`config.mk`:
```
export PLATFORM = sky130hd
export DESIGN_NAME = spr_dma_master
export DESIGN_NICKNAME = d
export VERILOG_FILES = /design/src/rtl/cpu_bus_pkg.sv /design/src/rtl/spr_dma_master.sv
export SDC_FILE = /design/constraint.sdc
export NUM_CORES = 1
export LEC_CHECK = 0
export ABC_CLOCK_PERIOD_IN_PS = 2300
export CAP_MARGIN = 20
export CORE_MARGIN = 3
export CORE_UTILIZATION = 40
export CTS_CLUSTER_SIZE = 24
export DETAILED_ROUTE_END_ITERATION = 16
export PLACE_DENSITY = 0.72
export SYNTH_ARGS = -nofsm -noshare
export SYNTH_HDL_FRONTEND = slang
export SYNTH_SLANG_ARGS = --single-unit
```
`constraint.sdc`:
```
create_clock -name clk -period 2.3 [get_ports clk]
set_clock_uncertainty 0.2 [all_clocks]
set_input_delay 0.46 -clock clk [delete_from_list [all_inputs] [get_ports clk]]
set_output_delay 0.46 -clock clk [all_outputs]
set_load 0.01 [all_outputs]
```
`src/rtl/cpu_bus_pkg.sv`:
```
// +----------------------------------------------------------------------------+
// | cpu_bus_pkg: CPU-side bus address map and DMA initiator state encoding.    |
// | Revision: 1.0                                                              |
// +----------------------------------------------------------------------------+
`default_nettype none

package cpu_bus_pkg;

    localparam logic [15:0] ADDR_SPR_RAM_DMA  = 16'h4014;
    localparam logic [15:0] ADDR_SPR_RAM_DATA = 16'h2004;

    typedef enum logic [2:0] {
        IDLE  = 3'd0,
        HALT  = 3'd1,
        ALIGN = 3'd2,
        READ  = 3'd3,
        WRITE = 3'd4
    } dma_state_t;

endpackage

`default_nettype wire

```
`src/rtl/spr_dma_master.sv`:
```
// +----------------------------------------------------------------------------+
// | spr_dma_master: snoops the SPR-RAM DMA trigger, stalls the CPU and copies  |
// | one page to the SPR-RAM data register. Revision: 1.0                       |
// +----------------------------------------------------------------------------+
`default_nettype none

module spr_dma_master
    import cpu_bus_pkg::*;
#(
    parameter logic [15:0] REG_ADDR  = ADDR_SPR_RAM_DMA,
    parameter logic [15:0] DEST_ADDR = ADDR_SPR_RAM_DATA,
    parameter int          XFER_LEN  = 256
) (
    input  logic        clk,
    input  logic        rst,
    input  logic [15:0] cpu_addr_out,
    input  logic [7:0]  cpu_data_out,
    input  logic        cpu_wen,
    output logic        cpu_rdy,
    output logic        dma_busy,
    output logic [15:0] dma_addr_out,
    output logic [7:0]  dma_data_out,
    output logic        dma_ren,
    output logic        dma_wen,
    input  logic [7:0]  dma_data_in
);

    localparam logic [8:0] c_LAST_IDX = 9'(XFER_LEN - 1);

    dma_state_t  r_state;
    dma_state_t  w_state_next;
    logic [7:0]  r_page;
    logic [7:0]  w_page_next;
    logic [8:0]  r_idx;
    logic [8:0]  w_idx_next;
    logic        r_cycle_odd;
    logic [7:0]  r_data;

    logic        r_cpu_rdy;
    logic        r_dma_busy;
    logic [15:0] r_dma_addr;
    logic        r_dma_ren;
    logic        r_dma_wen;

    logic        w_cpu_rdy_next;
    logic        w_dma_busy_next;
    logic [15:0] w_dma_addr_next;
    logic        w_dma_ren_next;
    logic        w_dma_wen_next;
    logic        w_trigger;

    // CPU signals only reach the bus in IDLE, so snooping is limited to that state.
    assign w_trigger = cpu_wen && (cpu_addr_out == REG_ADDR) && (r_state == IDLE);

    always_comb begin
        w_state_next = r_state;
        w_page_next  = r_page;
        w_idx_next   = r_idx;
        unique case (r_state)
            IDLE: begin
                if (w_trigger) begin
                    w_state_next = HALT;
                    w_page_next  = cpu_data_out;
                    w_idx_next   = 9'd0;
                end
            end
            HALT:  w_state_next = r_cycle_odd ? READ : ALIGN;
            ALIGN: w_state_next = READ;
            READ:  w_state_next = WRITE;
            WRITE: begin
                w_idx_next   = r_idx + 9'd1;
                w_state_next = (r_idx == c_LAST_IDX) ? IDLE : READ;
            end
            default: w_state_next = IDLE;
        endcase
    end

    // Outputs are decoded from the next state so they register alongside it.
    always_comb begin
        w_cpu_rdy_next  = 1'b1;
        w_dma_busy_next = 1'b0;
        w_dma_addr_next = 16'h0000;
        w_dma_ren_next  = 1'b0;
        w_dma_wen_next  = 1'b0;
        unique case (w_state_next)
            HALT, ALIGN: begin
                w_cpu_rdy_next  = 1'b0;
                w_dma_busy_next = 1'b1;
            end
            READ: begin
                w_cpu_rdy_next  = 1'b0;
                w_dma_busy_next = 1'b1;
                w_dma_ren_next  = 1'b1;
                w_dma_addr_next = {w_page_next, w_idx_next[7:0]};
            end
            WRITE: begin
                w_cpu_rdy_next  = 1'b0;
                w_dma_busy_next = 1'b1;
                w_dma_wen_next  = 1'b1;
                w_dma_addr_next = DEST_ADDR;
            end
            default: ;
        endcase
    end

    always_ff @(posedge clk or posedge rst) begin
        if (rst) begin
            r_state     <= IDLE;
            r_page      <= 8'h00;
            r_idx       <= 9'd0;
            r_cycle_odd <= 1'b0;
            r_data      <= 8'h00;
            r_cpu_rdy   <= 1'b1;
            r_dma_busy  <= 1'b0;
            r_dma_addr  <= 16'h0000;
            r_dma_ren   <= 1'b0;
            r_dma_wen   <= 1'b0;
        end else begin
            r_state     <= w_state_next;
            r_page      <= w_page_next;
            r_idx       <= w_idx_next;
            r_cycle_odd <= ~r_cycle_odd;
            if (r_state == READ) begin
                r_data <= dma_data_in;
            end
            r_cpu_rdy   <= w_cpu_rdy_next;
            r_dma_busy  <= w_dma_busy_next;
            r_dma_addr  <= w_dma_addr_next;
            r_dma_ren   <= w_dma_ren_next;
            r_dma_wen   <= w_dma_wen_next;
        end
    end

    assign cpu_rdy      = r_cpu_rdy;
    assign dma_busy     = r_dma_busy;
    assign dma_addr_out = r_dma_addr;
    assign dma_data_out = r_data;
    assign dma_ren      = r_dma_ren;
    assign dma_wen      = r_dma_wen;

endmodule

`default_nettype wire

```
=== Word level (Yosys, flattened, before mapping) ===
Index checks and enable logic that the tools add are counted.

* Bits in read-only memories: 0
* Input bits: 35
* Memory bits (writable): 0
* Word-level logic and storage cells: 43
* Memories kept: 0
* Register bits: 49
* Output and inout port bits: 28
* Latch bits: 0

* Muxes and demuxes: 13
* Multiply operators: 0
* Bitwise operators: 1
* Div/mod/pow operators: 0
* $lt $le $gt $ge: 0
* Shift operators: 0
* Equality and inequality tests: 11
* Reductions and logical operators: 6
* Add/subtract/negate cells: 1

{| class="wikitable"
|+ Operators by type and width
! operator !! count
|-
| 16-bit one-hot mux with 2 select lines || 1
|-
| 9-bit one-hot mux with 2 select lines || 1
|-
| 16-bit by 15-bit equality test with 1-bit output (second input constant) || 1
|-
| 8-bit two-way mux || 2
|-
| 3-bit one-hot mux with 5 select lines || 1
|-
| 3-bit by 2-bit equality test with 1-bit output (second input constant) || 4
|-
| 9-bit by 1-bit adder with 9-bit output (second input constant) || 1
|-
| 9-bit by 8-bit equality test with 1-bit output (second input constant) || 1
|-
| 9-bit two-way mux || 1
|-
| 3-bit by 1-bit equality test with 1-bit output (second input constant) || 2
|-
| 3-bit equality test (second input constant) || 2
|-
| 1-bit two-way mux || 5
|-
| 4-bit OR reduction || 1
|-
| 3-bit logical NOT || 1
|-
| 3-bit two-way mux || 1
|-
| 1-bit logical AND || 2
|-
| 2-bit two-way mux || 1
|-
| 2-bit inequality test (second input constant) || 1
|-
| 2-bit AND reduction || 1
|-
| 2-bit nonzero test || 1
|-
| 1-bit NOT || 1
|}

=== Logic depth before layout (Yosys ltp) ===
* Word-level depth: 8
* Mapped depth: 11
* Depth with buffers taken out: 9

=== Worst setup path before layout ===
Ideal clock, no wire load.

* Path kind: register to register
* Start point: reg r_idx[0]
* End point: reg r_dma_addr[2], in the netlist dma_addr_out[2]
* Path buffers: 1
* Cell stages (with the launch flop): 11
* Data required time: 2.005 ns
* Arrival time: 1.928 ns
* Period minus slack after synthesis: 2.224 ns
* Setup slack: 0.076 ns
* Setup time: 0.095 ns
* Cell sequence: dfrtp_1 -> ha_1 -> nand3_1 -> nor2_1 -> and3_1 -> ha_1 -> nor3b_1 -> a21oi_1 -> o21a_1 -> buf_2 -> o31ai_1

* Word-level cells in the longest chain between the ends: 5
* Elaborated cells on any way between the ends: 8
* Classes of those cells: 1 x add/sub; 3 x eq/ne; 4 x mux

{| class="wikitable"
|+ RTL lines
! what !! RTL line !! text
|-
| start, declared || spr_dma_master.sv:34 || <nowiki>logic [8:0] r_idx;</nowiki>
|-
| start signal, assigned || spr_dma_master.sv:121 || <nowiki>r_idx <= w_idx_next;</nowiki>
|-
| 9-bit by 8-bit equality test with 1-bit output || spr_dma_master.sv:72 || <nowiki>w_state_next = (r_idx == c_LAST_IDX) ? IDLE : READ;</nowiki>
|-
| 2-bit two-way mux || spr_dma_master.sv:72 ||
|-
| 3-bit one-hot mux with 5 select lines || spr_dma_master.sv:59 || <nowiki>unique case (r_state)</nowiki>
|-
| 3-bit equality test / 3-bit by 2-bit equality test with 1-bit output (equally long branches) || spr_dma_master.sv:85 || <nowiki>unique case (w_state_next)</nowiki>
|-
| 16-bit one-hot mux with 2 select lines * || spr_dma_master.sv:85 ||
|-
| net w_dma_addr_next[2] || spr_dma_master.sv:47 || <nowiki>logic [15:0] w_dma_addr_next;</nowiki>
|-
| end signal, assigned || spr_dma_master.sv:128 || <nowiki>r_dma_addr <= w_dma_addr_next;</nowiki>
|-
| end, declared || spr_dma_master.sv:41 || <nowiki>logic [15:0] r_dma_addr;</nowiki>
|}

Mark *: on every way through the listed nets, which the timed path passes. The rest lies on a longest branch.
A chain may end at the register's enable or synchronous reset.

=== Final worst setup path ===
* Start point: reg r_idx[1]
* End point: reg r_dma_addr[9], in the netlist dma_addr_out[9]

* Word-level cells in the longest chain between the ends: 5
* Elaborated cells on any way between the ends: 6
* Classes of those cells: 3 x eq/ne; 3 x mux

{| class="wikitable"
|+ RTL lines
! what !! RTL line
|-
| 9-bit by 8-bit equality test with 1-bit output * || spr_dma_master.sv:72
|-
| 2-bit two-way mux * || spr_dma_master.sv:72
|-
| 3-bit one-hot mux with 5 select lines * || spr_dma_master.sv:59
|-
| 3-bit equality test / 3-bit by 2-bit equality test with 1-bit output (equally long branches) || spr_dma_master.sv:85
|-
| 16-bit one-hot mux with 2 select lines * || spr_dma_master.sv:85
|-
| net w_dma_addr_next[9] || spr_dma_master.sv:47
|}

Marks and branches as above.

==> impl_metrics.csv <==
group,metric,value,unit
synthesis,post_synth_xor_area_fraction,0,%
synthesis,netlist.area_leader.share,56.9,%
detailed_routing,drc,0,
sta,max_slew.worst_pin.slew,0.390,ns
power,power.total,1.47,mW
setup_path,crit_type,"reg -> reg",
placed_design,port-buffer-count,62,
setup_path,crit_family,"simple AND/OR/NAND/NOR gates",
setup_path,crit_arrival,2.21,ns
power,power_switching,316,uW
sta,finalCriticalPeriod,2.18,ns
setup_path,worstSetupEndpointType,"register",
layout,seqCellArea,1230,um^2
global_routing,global_route.overflow_total,0,
setup_path,ordered_list_of_cells_on_the_worst_path,"ha_2 > nand3_2 > nor2_2 > and3_4 > ha_2 > nor3b_2 > a21oi_1 > o21a_2 > clkbuf_16 > a21oi_1",
power,powerDensity,480,nW/um^2
detailed_routing,wl,4770,um
global_routing,global_route.usage.total,16.1,%
synthesis,netlist_instances,200,
placed_design,place.gp.congestion,0.748,
synthesis,combinational_family_with_the_most_area_after_synthesis,"simple AND/OR/NAND/NOR gates",
sta,drv_slew,0,
sta,finalCritPeriodShare,94.7,%
sta,setup_total_negative_slack,0,ns
hold_path,hold_path_class,"in -> async",
sta,max_transition_margin,73.9,%
sta,max_freq,0.459,GHz
synthesis,synth.cell_area,2110,um^2
synthesis,yosys_register_bits,49,
synthesis,synth-simple-area-share,22.6,%
global_routing,grt_first_pass_wirelength,7820,um
setup_path,critical_path_slowest_stage_cell,"sky130_fd_sc_hd__dfrtp_1",
synthesis,mappedNetlistNets,237,
sta,final_setup_violations,0,
layout,filler_cell_count,413,
clock_network,number_of_cts_inserted_buffers,5,
layout,final_layout_size_suffix_gt1_share,17.7,%
run,max_cap_viol_count,0,
detailed_routing,via_count,1714,
clock_network,tritoncts_clock_tree,"done",
clock_network,cts_max_level,2,
global_routing,grt_max_degree,25,
power,share_seq_of_total_power,59.4,%
detailed_routing,antenna_left,0,
power,internal_power,1.15,mW
sta,final-hold-violation-count,0,
floorplanning,io_pins,63,
layout,final_net_count,313,
placed_design,post-dp-hpwl,3370,um
setup_path,worstPathMaxFanout,8,
clock_network,cts.sink_count,49,
setup_path,timing.critical_path.slowest_cell_delay,0.39,ns
synthesis,muxShareOfSynthArea,0.533,%
synthesis,ys_seq_area_share,58.2,%
synthesis,syn-mean-instance-area,10.6,um^2
global_routing,antenna_found_initial,0,
outcome,run_status,"complete, no violations",
detailed_routing,drt-vias-per-instance,4.98,
power,max-vdd-ir-drop,415,uV
detailed_routing,dr.first_iter.drc_count,145,
floorplanning,row_count,25,
global_routing,via_count_of_the_first_global_routing_pass,1671,
floorplanning,initial_util,43.0,%
power,power_switching_share,21.6,%
floorplanning,floorplan.die.height,78.6,um
detailed_routing,detailedRoute.firstPassIterationCount,4,
setup_path,worst_setup_path_start_kind,"register",
synthesis,yosys.area_share.adder,1.19,%
synthesis,netlist-cell-type-count,40,
clock_network,clock_tree.root_cell,"sky130_fd_sc_hd__clkbuf_8",
clock_network,clkTransAtPathRegs,0.09,ns
layout,num_antenna_cells,0,
power,cell_leakage_power,1.41,nW
floorplanning,die_area,6180,um^2
synthesis,synth_compound_gate_area_share,12.3,%
synthesis,synth_async_sr_flop_share,100,%
clock_network,cts.path.max_buffers,2,
synthesis,synth.area.top_cells,"sky130_fd_sc_hd__dfrtp_1, sky130_fd_sc_hd__nand2_1, sky130_fd_sc_hd__a21oi_1",
layout,multi_input_gate_area,812,um^2
layout,post-route-cell-area,3050,um^2
synthesis,synth_edf_count,0,
detailed_routing,per_cell_routed_wire_length,13.9,um
synthesis,synth_warnings,0,
layout,synthToLayoutAreaGrowth,44.7,%
power,clkPwrFrac,33.0,%
sta,fin_worst_hold_slack,0.241,ns
placed_design,place_area,2880,um^2
clock_network,clk_latency,0.30,ns
floorplanning,coreArea,4910,um^2
synthesis,synth_top_flop_cell,"sky130_fd_sc_hd__dfrtp_1",
setup_path,data_required_time_of_the_critical_path,2.33,ns
floorplanning,floorplan.die.width,78.6,um
synthesis,cell_taking_the_most_area_after_synthesis,"sky130_fd_sc_hd__dfrtp_1",
power,combinational_share_of_power,7.6,%
setup_path,worst-path-buf-inv,1,
per-stage QoR:
| stage | utilization [%] | worst slack, ns | std cells |
|---|---|---|---|
| after CTS | 60.5 | 0.0190 | 340 |
| after detailed placement | 58.7 | 0.00482 | 332 |
| after floorplan | - | 0.0763 | 200 |
| after global routing | 62.2 | -0.00216 | 344 |
| final | 62.2 | 0.121 | 344 |
| after global placement | 58.7 | 0.0549 | 332 |
registers in the layout, indices dropped and copies added (netlist names):
name / flops
dma_ren: 1
dma_wen: 1
cpu_rdy: 1
r_cycle_odd: 1
dma_data_out: 8
r_page: 8
r_state: 3
dma_addr_out: 16
dma_busy: 1
r_idx: 9
cells in the mapped netlist, drive strengths merged (2+ instances only):
| library cell | number |
|---|---|
| nand4b | 7 |
| nand2 | 42 |
| inv | 9 |
| buf | 8 |
| nor3 | 3 |
| ha | 2 |
| nand3 | 5 |
| dfrtp | 48 |
| a311oi | 2 |
| and3 | 5 |
| nor3b | 2 |
| nor2 | 8 |
| nand2b | 3 |
| nor4b | 2 |
| clkbuf | 3 |
| o211ai | 5 |
| o21ai | 14 |
| a21oi | 15 |
| a31oi | 4 |
cell families after synthesis:
family                   count (synthesis)
AO/OA/AOI/OAI                           43
adder cells (fa/ha/maj)                  2
buffers and inverters                   20
flip-flops                              49
multiplexers                             1
AND/OR/NAND/NOR                         85
worst register-to-register path, cell delays in order, from the launching register on:
cell	delay [ns]
sky130_fd_sc_hd__dfrtp_1	0.39
sky130_fd_sc_hd__ha_2	0.20
sky130_fd_sc_hd__nand3_2	0.09
sky130_fd_sc_hd__nor2_2	0.04
sky130_fd_sc_hd__and3_4	0.17
sky130_fd_sc_hd__ha_2	0.16
sky130_fd_sc_hd__nor3b_2	0.20
sky130_fd_sc_hd__a21oi_1	0.06
sky130_fd_sc_hd__o21a_2	0.29
sky130_fd_sc_hd__clkbuf_16	0.19
sky130_fd_sc_hd__a21oi_1	0.12
worst paths after layout:
| path | startpoint | endpoint | slack [ns] | cells after the start |
|---|---|---|---|---|
| min | rst | dma_data_out[4]$_DFFE_PP0N_ | 0.24 | 2 |
| max in group asynchronous | rst | cpu_rdy$_DFF_PP1_ | 1.10 | 3 |
| min reg2reg | r_cycle_odd$_DFF_PP0_ | r_cycle_odd$_DFF_PP0_ | 0.24 | 1 |
| max reg2reg | r_idx[1]$_DFF_PP0_ | dma_addr_out[9]$_DFF_PP0_ | 0.12 | 10 |
| max | r_idx[1]$_DFF_PP0_ | dma_addr_out[9]$_DFF_PP0_ | 0.12 | 10 |
| min in group clk | r_cycle_odd$_DFF_PP0_ | r_cycle_odd$_DFF_PP0_ | 0.24 | 1 |
cell type report:
cell class,count,area share (%)
tap,67,2.74
timing repair buffer,80,26.5
clock inverter,3,0.574
inverter,9,1.11
multi-input combinational,131,26.6
sequential,49,40.2
clock buffer,5,2.25
power groups by stage:
stage	combinational, mW	clock, mW	sequential (mW)
4_1_cts	0.114	0.495	0.871
3_3_place_gp	0.112	0	0.889
6_report	0.112	0.484	0.871
5_1_grt	0.122	0.539	0.873
3_5_place_dp	0.114	0	0.888
2_1_floorplan	0.0239	0	0.892
layout by cell type (no fill, tap or decap), types with 3 or more instances in the layout:
master and n:
sky130_fd_sc_hd__a21oi_1 11, sky130_fd_sc_hd__o211ai_1 5, sky130_fd_sc_hd__inv_1 8, sky130_fd_sc_hd__nand2_1 42, sky130_fd_sc_hd__nor3_1 3, sky130_fd_sc_hd__a31oi_1 4, sky130_fd_sc_hd__nand4b_1 7, sky130_fd_sc_hd__buf_4 14
sky130_fd_sc_hd__clkbuf_8 5, sky130_fd_sc_hd__clkdlybuf4s50_1 62, sky130_fd_sc_hd__o21ai_1 10, sky130_fd_sc_hd__a21oi_2 4, sky130_fd_sc_hd__o21ai_0 3, sky130_fd_sc_hd__buf_12 3, sky130_fd_sc_hd__and3_1 4, sky130_fd_sc_hd__dfrtp_1 48
sky130_fd_sc_hd__nand3_1 3, sky130_fd_sc_hd__nand2b_1 3, sky130_fd_sc_hd__nor2_1 6
routing by layer:
layer	track usage (%)	vias up	routed length [um]
li1	-	842	-
met5	0	-	0
met1	22.4	800	2100
met4	6.64	0	90
met2	24.4	64	2320
met3	3.33	8	255
timing repair:
| item | 4_1_cts | 5_1_grt |
|---|---|---|
| endpoints found under the setup margin | 10 | 21 |
| gates resized for setup | 1 | 11 |
| cloned | 0 | 1 |
| pin swaps | 0 | 3 |
| setup buffers | 0 | 3 |
| hold buffers | 0 | 0 |
Note: power is estimated with default switching activity, not from simulation.
